==> config.mk <==
export PLATFORM = sky130hd
export DESIGN_NAME = icache_sa_flat
export DESIGN_NICKNAME = d
export VERILOG_FILES = /design/src/rtl/icache_sa_if.sv /design/src/rtl/icache_sa.sv /design/src/flat_wrapper.sv
export SDC_FILE = /design/constraint.sdc
export NUM_CORES = 2
export LEC_CHECK = 0
export CORE_UTILIZATION = 25
export DETAILED_ROUTE_END_ITERATION = 8
export MAX_ROUTING_LAYER = met4
export PLACE_DENSITY = 0.47
export SLEW_MARGIN = 20
export SYNTH_ARGS = -nofsm -noshare
export SYNTH_HDL_FRONTEND = slang
export SYNTH_MEMORY_MAX_BITS = 65536
export SYNTH_SLANG_ARGS = --single-unit
export TNS_END_PERCENT = 1
==> constraint.sdc <==
create_clock -name clk_in -period 9.7 [get_ports clk_in]
set_input_delay 2.91 -clock clk_in [delete_from_list [all_inputs] [get_ports clk_in]]
set_output_delay 2.91 -clock clk_in [all_outputs]
set_load 0.01 [all_outputs]
==> src/rtl/icache_sa_if.sv <==
// Fetch/memory bus bundle for icache_sa.
//   Fetch side : req_valid, req_addr, req_ready, flush, inst_valid, inst_out, miss_pulse
//   Memory side: mem_req_valid, mem_req_addr, mem_resp_valid, mem_resp_data
// slave  = cache view, master = fetch unit + memory controller view.
interface icache_sa_if;
    logic        req_valid;
    logic [31:0] req_addr;
    logic        req_ready;
    logic        flush;
    logic        inst_valid;
    logic [31:0] inst_out;
    logic        miss_pulse;
    logic        mem_req_valid;
    logic [31:0] mem_req_addr;
    logic        mem_resp_valid;
    logic [31:0] mem_resp_data;

    modport slave (
        input  req_valid, req_addr, flush, mem_resp_valid, mem_resp_data,
        output req_ready, inst_valid, inst_out, miss_pulse, mem_req_valid, mem_req_addr
    );

    modport master (
        output req_valid, req_addr, flush, mem_resp_valid, mem_resp_data,
        input  req_ready, inst_valid, inst_out, miss_pulse, mem_req_valid, mem_req_addr
    );
endinterface

==> src/rtl/icache_sa.sv <==
// Two-way set-associative instruction cache with multi-word lines.
// Ports:
//   clk_in  - clock
//   rst_in  - asynchronous active-high reset
//   rdy_in  - global ready; low freezes every register and the storage
//   bus     - icache_sa_if.slave: fetch request/response, flush, miss pulse,
//             and the one-outstanding word-read handshake to memory
// A fetch is accepted in IDLE, tag-checked in LOOKUP, and on a miss the whole
// line is read word by word in REFILL. A flush during REFILL with a request in
// flight parks in DRAIN until that response arrives and is dropped.
module icache_sa #(
    parameter int INDEX_W  = 4,
    parameter int OFFSET_W = 2
) (
    input  logic        clk_in,
    input  logic        rst_in,
    input  logic        rdy_in,
    icache_sa_if.slave  bus
);
    localparam int TAG_W = 30 - INDEX_W - OFFSET_W;
    localparam int SETS  = 1 << INDEX_W;
    localparam int LINES = SETS << OFFSET_W;

    localparam logic [1:0] S_IDLE   = 2'd0;
    localparam logic [1:0] S_LOOKUP = 2'd1;
    localparam logic [1:0] S_REFILL = 2'd2;
    localparam logic [1:0] S_DRAIN  = 2'd3;

    logic [1:0]          state;
    logic [29:0]         waddr_q;      // latched word address of the fetch
    logic [TAG_W-1:0]    tag_q;
    logic [INDEX_W-1:0]  idx_q;
    logic [OFFSET_W-1:0] off_q;

    logic [SETS-1:0]     valid0, valid1;
    logic [SETS-1:0]     lru;          // way to evict next when both ways valid
    logic [TAG_W-1:0]    tag0 [SETS];
    logic [TAG_W-1:0]    tag1 [SETS];
    logic [31:0]         data0 [LINES];
    logic [31:0]         data1 [LINES];

    logic                victim;
    logic [OFFSET_W-1:0] cnt;
    logic [31:0]         cap;          // requested word captured during refill

    logic hit0, hit1, victim_sel, last, wr_en;

    assign tag_q = waddr_q[29:OFFSET_W+INDEX_W];
    assign idx_q = waddr_q[OFFSET_W+INDEX_W-1:OFFSET_W];
    assign off_q = waddr_q[OFFSET_W-1:0];

    assign hit0 = valid0[idx_q] && (tag0[idx_q] == tag_q);
    assign hit1 = valid1[idx_q] && (tag1[idx_q] == tag_q);

    // Fill an empty way first; only fall back to LRU when the set is full.
    assign victim_sel = !valid0[idx_q] ? 1'b0 :
                        !valid1[idx_q] ? 1'b1 : lru[idx_q];

    assign last  = (cnt == {OFFSET_W{1'b1}});
    assign wr_en = rdy_in && (state == S_REFILL) && !bus.flush && bus.mem_resp_valid;

    // Gated by reset and rdy_in so a visible ready always means the edge accepts.
    assign bus.req_ready = !rst_in && rdy_in && (state == S_IDLE) && !bus.flush;

    // Datapath storage: not reset, qualified by valid bits and state.
    always_ff @(posedge clk_in) begin
        if (rdy_in) begin
            if (bus.req_valid && bus.req_ready)
                waddr_q <= bus.req_addr[31:2];
            if (wr_en) begin
                if (victim)
                    data1[{idx_q, cnt}] <= bus.mem_resp_data;
                else
                    data0[{idx_q, cnt}] <= bus.mem_resp_data;
                if (cnt == off_q)
                    cap <= bus.mem_resp_data;
                if (last) begin
                    if (victim)
                        tag1[idx_q] <= tag_q;
                    else
                        tag0[idx_q] <= tag_q;
                end
            end
        end
    end

    always_ff @(posedge clk_in or posedge rst_in) begin
        if (rst_in) begin
            state             <= S_IDLE;
            valid0            <= '0;
            valid1            <= '0;
            lru               <= '0;
            victim            <= 1'b0;
            cnt               <= '0;
            bus.inst_valid    <= 1'b0;
            bus.inst_out      <= '0;
            bus.miss_pulse    <= 1'b0;
            bus.mem_req_valid <= 1'b0;
            bus.mem_req_addr  <= '0;
        end else if (rdy_in) begin
            bus.inst_valid <= 1'b0;
            bus.miss_pulse <= 1'b0;

            // DRAIN is entered only after a flush, so nothing is valid there.
            if (bus.flush && state != S_DRAIN) begin
                valid0 <= '0;
                valid1 <= '0;
            end

            case (state)
                S_IDLE: begin
                    if (bus.req_valid && bus.req_ready)
                        state <= S_LOOKUP;
                end

                S_LOOKUP: begin
                    if (bus.flush) begin
                        state <= S_IDLE;
                    end else if (hit0 || hit1) begin
                        bus.inst_valid <= 1'b1;
                        bus.inst_out   <= hit1 ? data1[{idx_q, off_q}] : data0[{idx_q, off_q}];
                        lru[idx_q]     <= ~hit1;
                        state          <= S_IDLE;
                    end else begin
                        bus.miss_pulse    <= 1'b1;
                        victim            <= victim_sel;
                        cnt               <= '0;
                        bus.mem_req_valid <= 1'b1;
                        bus.mem_req_addr  <= {tag_q, idx_q, {(OFFSET_W+2){1'b0}}};
                        state             <= S_REFILL;
                    end
                end

                S_REFILL: begin
                    if (bus.flush) begin
                        // A response on this very edge settles the request.
                        bus.mem_req_valid <= 1'b0;
                        state <= bus.mem_resp_valid ? S_IDLE : S_DRAIN;
                    end else if (bus.mem_resp_valid) begin
                        if (last) begin
                            bus.mem_req_valid <= 1'b0;
                            if (victim)
                                valid1[idx_q] <= 1'b1;
                            else
                                valid0[idx_q] <= 1'b1;
                            lru[idx_q]     <= ~victim;
                            bus.inst_valid <= 1'b1;
                            bus.inst_out   <= (cnt == off_q) ? bus.mem_resp_data : cap;
                            state          <= S_IDLE;
                        end else begin
                            cnt              <= cnt + 1'b1;
                            bus.mem_req_addr <= bus.mem_req_addr + 32'd4;
                        end
                    end
                end

                S_DRAIN: begin
                    if (bus.mem_resp_valid)
                        state <= S_IDLE;
                end

                default: state <= S_IDLE;
            endcase
        end
    end
endmodule

==> src/flat_wrapper.sv <==
// flat-port wrapper written by rule: the top's interface ports become plain ports
module icache_sa_flat 
#(
    parameter int INDEX_W  = 4,
    parameter int OFFSET_W = 2
)
  (clk_in, rst_in, rdy_in, bus_req_valid, bus_req_addr, bus_flush, bus_mem_resp_valid, bus_mem_resp_data, bus_req_ready, bus_inst_valid, bus_inst_out, bus_miss_pulse, bus_mem_req_valid, bus_mem_req_addr);
  icache_sa_if bus_i ();
  input  logic clk_in;
  input  logic rst_in;
  input  logic rdy_in;
  input wire logic [$bits(bus_i.req_valid)-1:0] bus_req_valid;
  input wire logic [$bits(bus_i.req_addr)-1:0] bus_req_addr;
  input wire logic [$bits(bus_i.flush)-1:0] bus_flush;
  input wire logic [$bits(bus_i.mem_resp_valid)-1:0] bus_mem_resp_valid;
  input wire logic [$bits(bus_i.mem_resp_data)-1:0] bus_mem_resp_data;
  output wire logic [$bits(bus_i.req_ready)-1:0] bus_req_ready;
  output wire logic [$bits(bus_i.inst_valid)-1:0] bus_inst_valid;
  output wire logic [$bits(bus_i.inst_out)-1:0] bus_inst_out;
  output wire logic [$bits(bus_i.miss_pulse)-1:0] bus_miss_pulse;
  output wire logic [$bits(bus_i.mem_req_valid)-1:0] bus_mem_req_valid;
  output wire logic [$bits(bus_i.mem_req_addr)-1:0] bus_mem_req_addr;
  assign bus_i.req_valid = bus_req_valid;
  assign bus_i.req_addr = bus_req_addr;
  assign bus_i.flush = bus_flush;
  assign bus_i.mem_resp_valid = bus_mem_resp_valid;
  assign bus_i.mem_resp_data = bus_mem_resp_data;
  assign bus_req_ready = bus_i.req_ready;
  assign bus_inst_valid = bus_i.inst_valid;
  assign bus_inst_out = bus_i.inst_out;
  assign bus_miss_pulse = bus_i.miss_pulse;
  assign bus_mem_req_valid = bus_i.mem_req_valid;
  assign bus_mem_req_addr = bus_i.mem_req_addr;
  icache_sa #(.INDEX_W(INDEX_W), .OFFSET_W(OFFSET_W)) u_core (.clk_in(clk_in), .rst_in(rst_in), .rdy_in(rdy_in), .bus(bus_i));
endmodule
==> impl_metrics.yaml <==
outcome:
  outcome: "complete, but fails checks"
  violations: "design-rule violations"
final_layout:
  mostFrequentLayoutCells: "edfxtp_1, mux4_2, clkbuf_16"
  fill_cells: 74700
  syn2layout_area_growth_pct: 17.0
  multi_input_area_mm2: 0.0433
  final_common_cell: "edfxtp_1"
  layout-drive-gt1-share_pct: 31.0
  nets: 8895
  regArea_mm2: 0.151
sta:
  finalHoldViolCount: 0
  setup-tns-final_ns: 0
  relSlewSlack_pct: 25.6
  worst_pin_slew_ns: 1.12
  finClkSkew_ns: 0.0954
  holdWs_ns: 0.474
  rsz0062_at_grt: "false"
  fin_crit_ns: 7.71
  maxSlewViolCount: 0
  fin_crit_sh_pct: 79.5
  setup_viol: 0
  max_clock_freq_mhz: 130
logic_synthesis:
  synth_area_mm2: 0.195
  synth_top_family_by_area: "multiplexers"
  synth_top_area_share_pct: 75.8
  synth-simple-area-share_pct: 1.62
  synth.area.mux_share_pct: 18.7
  synthAdderAreaFrac_pct: 0.0449
  synthXorXnorAreaFrac_pct: 0.274
  async_flop_share_pct: 2.34
  syn_inst: 8258
  syn_avg_cell_area_um2: 23.6
  synth_compound_area_share_pct: 0.955
  synth.area.top_cells: "edfxtp_1, mux4_2, dfrtp_1"
  yosysWarnings: 0
  ys_types: 72
  synth_edf_count: 4926
  yosysSeqAreaShare_pct: 77.4
  ys_seq_elements: 5050
  synth_largest_area_cell: "edfxtp_1"
  synth-main-ff-cell: "edfxtp_1"
clock_network:
  cts_buffers: 536
  postCtsSetupRepairBufs: 0
  cts_hold_buffers: 0
  cts.sinks: 5050
  htreeDepth: 6
  cts_tree: "yes"
  cts.clk_slew.worst_paths_ns: 0.06
  cts_resized: 0
  clock_latency_ns: 1.08
  cts_root_buffer: "clkbuf_16"
  cts_buffer_depth: 4
grt:
  grt_pass1_wl_mm: 763
  grt_start_max_net_pins: 134
  overflow: 0
  gr-usage-all-layers_pct: 14.0
  antenna_found_initial: 63
  grt_pass1_vias: 94600
detailed_routing:
  wl_met3_mm: 34.8
  first_pass_iters: 7
  ant_nets: 0
  met1_length_mm: 239
  totalWireLength_mm: 550
  drt-initial-drc-count: 10400
  viasPerCell: 4.65
  route.detailed.drc: 45
  wl_per_cell_um: 28.2
  dr_wl_met2_mm: 266
  top_layer: "met4"
  vias: 90800
power:
  leakage_uw: 0.0695
  comb_power_share_pct: 7.3
  p_per_area_mw_per_mm2: 209
  finalPower_uw: 47800
  p_sw_uw: 11100
  vdd_ir_drop_max_uv: 183
  p_sw_share_pct: 23.2
  pwr-share-clk_pct: 41.5
  seqPwrFrac_pct: 51.1
  p_int_uw: 36700
worst_setup_path:
  worstPathRequired_ns: 6.79
  cp.arrival_ns: 4.80
  crit_chain: "clkdlybuf4s50_1 -> inv_6 -> and3_1 -> clkdlybuf4s50_1"
  cp-start-kind: "input port"
  end_kind: "output port"
  cp_num_buf_inv: 3
  crit_slowest_cell: "clkdlybuf4s50_1"
  critPathTopFamily: "buffers and inverters"
  cpPeakStageDelay_ns: 0.56
  path_max_fanout: 61
  crit_top_cell: "clkdlybuf4s50_1"
  critical_path_class: "input port to output port"
die:
  die_w_um: 885
  start_util_pct: 25.1
  std_cell_rows: 324
  die_area_mm2: 0.784
  io_pins: 138
  core-area_mm2: 0.778
  die_h_um: 885
worst_hold_path:
  min_path_type: "flip-flop to flip-flop"
place:
  port-buffer-count: 133
  place_congestion: 0.773
  dpl.hpwl_mm: 322
flow_run:
  drv_cap: 0
## logic make-up after synthesis
| logic type | count (synthesis) |
|---|---|
| adders and majority gates | 7 |
| other | 1 |
| xor gates and xnor gates | 61 |
| DFF | 5050 |
| buffers and inverters | 473 |
| muxes | 1746 |
| and+or+nand+nor | 657 |
| AOI/OAI and AO/OA | 263 |
## worst paths after layout
| kind | from | end | slack [ns] | depth (start not counted) |
|---|---|---|---|---|
| max | rst_in | bus_req_ready | 1.99 | 4 |
| max reg2reg | flip-flop | u_core.bus.inst_out[27] | 3.65 | 10 |
| min | u_core.valid0[7] | u_core.valid0[7] | 0.47 | 1 |
| min reg2reg | u_core.valid0[7] | u_core.valid0[7] | 0.47 | 1 |
| max in group asynchronous | rst_in | u_core.bus.inst_out[7] | 6.01 | 4 |
| min in group asynchronous | rst_in | u_core.bus.mem_req_addr[4] | 2.37 | 2 |
## stage by stage
stage / cells / utilization [%] / instance area [um2] / setup slack [ns]
after floorplan: 8259 / - / 195000 / 0.911
after global placement: 18500 / 27.2 / 211000 / 1.97
after detailed placement: 18500 / 27.2 / 211000 / 1.94
after CTS: 19500 / 29.3 / 228000 / 1.95
after global routing: 19500 / 29.3 / 228000 / 1.85
final: 19500 / 29.4 / 228000 / 1.99
## layer usage
metal / track usage (%) / vias up
li1: - / 36600
met1: 18.9 / 50500
met2: 22.5 / 3033
met3: 2.44 / 660
met4: 2.74 / 0
met5: - / -
## Yosys cell counts, types with 7 or more instances
library cell     n
o21bai_1        18
mux2_2          71
a22o_1           9
nand2b_1        22
and2_1           9
clkbuf_1       314
nand2_1        206
a21oi_1         28
ha_1             7
a221oi_1         8
dfrtp_1        118
and3_1          21
nor2b_1         18
nand3b_1        12
buf_2           55
nand3_1         64
nor4_1          14
buf_4           23
nor3_1          20
buf_6           16
o2bb2ai_1       16
nor4bb_1         7
a22oi_1         34
nor3b_1         18
mux2i_1        169
buf_1           47
a211oi_1         7
nand4_1         15
a21o_1          34
edfxtp_1      4926
xnor2_1         39
mux4_2        1505
nor2_1         192
a211o_1         11
o22ai_1         10
o21ai_0         55
xor2_1          22
inv_1           15
nor4b_1         12
## flip-flops by register name, indices dropped and copies added (netlist names), named ones only
signal / flops
u_core.data0: 2048
u_core.victim: 1
u_core.state: 2
u_core.waddr_q: 30
u_core.cap: 32
u_core.cnt: 2
u_core.bus.inst_valid: 1
u_core.bus.mem_req_addr: 30
u_core.data1: 2048
u_core.lru: 16
u_core.valid0: 16
u_core.valid1: 16
u_core.tag1: 384
u_core.bus.mem_req_valid: 1
u_core.bus.inst_out: 32
u_core.tag0: 384
u_core.bus.miss_pulse: 1
## cell type report
type / count / share of cell area, %
sequential: 5050 / 66.1
multi-input combinational: 2736 / 19.0
clock buffer: 677 / 6.25
tap: 10300 / 5.63
timing repair buffer: 478 / 1.84
clock inverter: 277 / 1.10
inverter: 16 / 0.0373
antenna: 33 / 0.0362
## power groups by stage
stage          registers [uW]  clock network (uW)  logic, uW
6_report                24400               19900       3510
5_1_grt                 24400               21100       3720
4_1_cts                 24400               20300       3570
3_5_place_dp            24900                   0       3560
3_3_place_gp            24900                   0       3530
2_1_floorplan           24800                   0       1760
(Power assumes the default switching activity.)
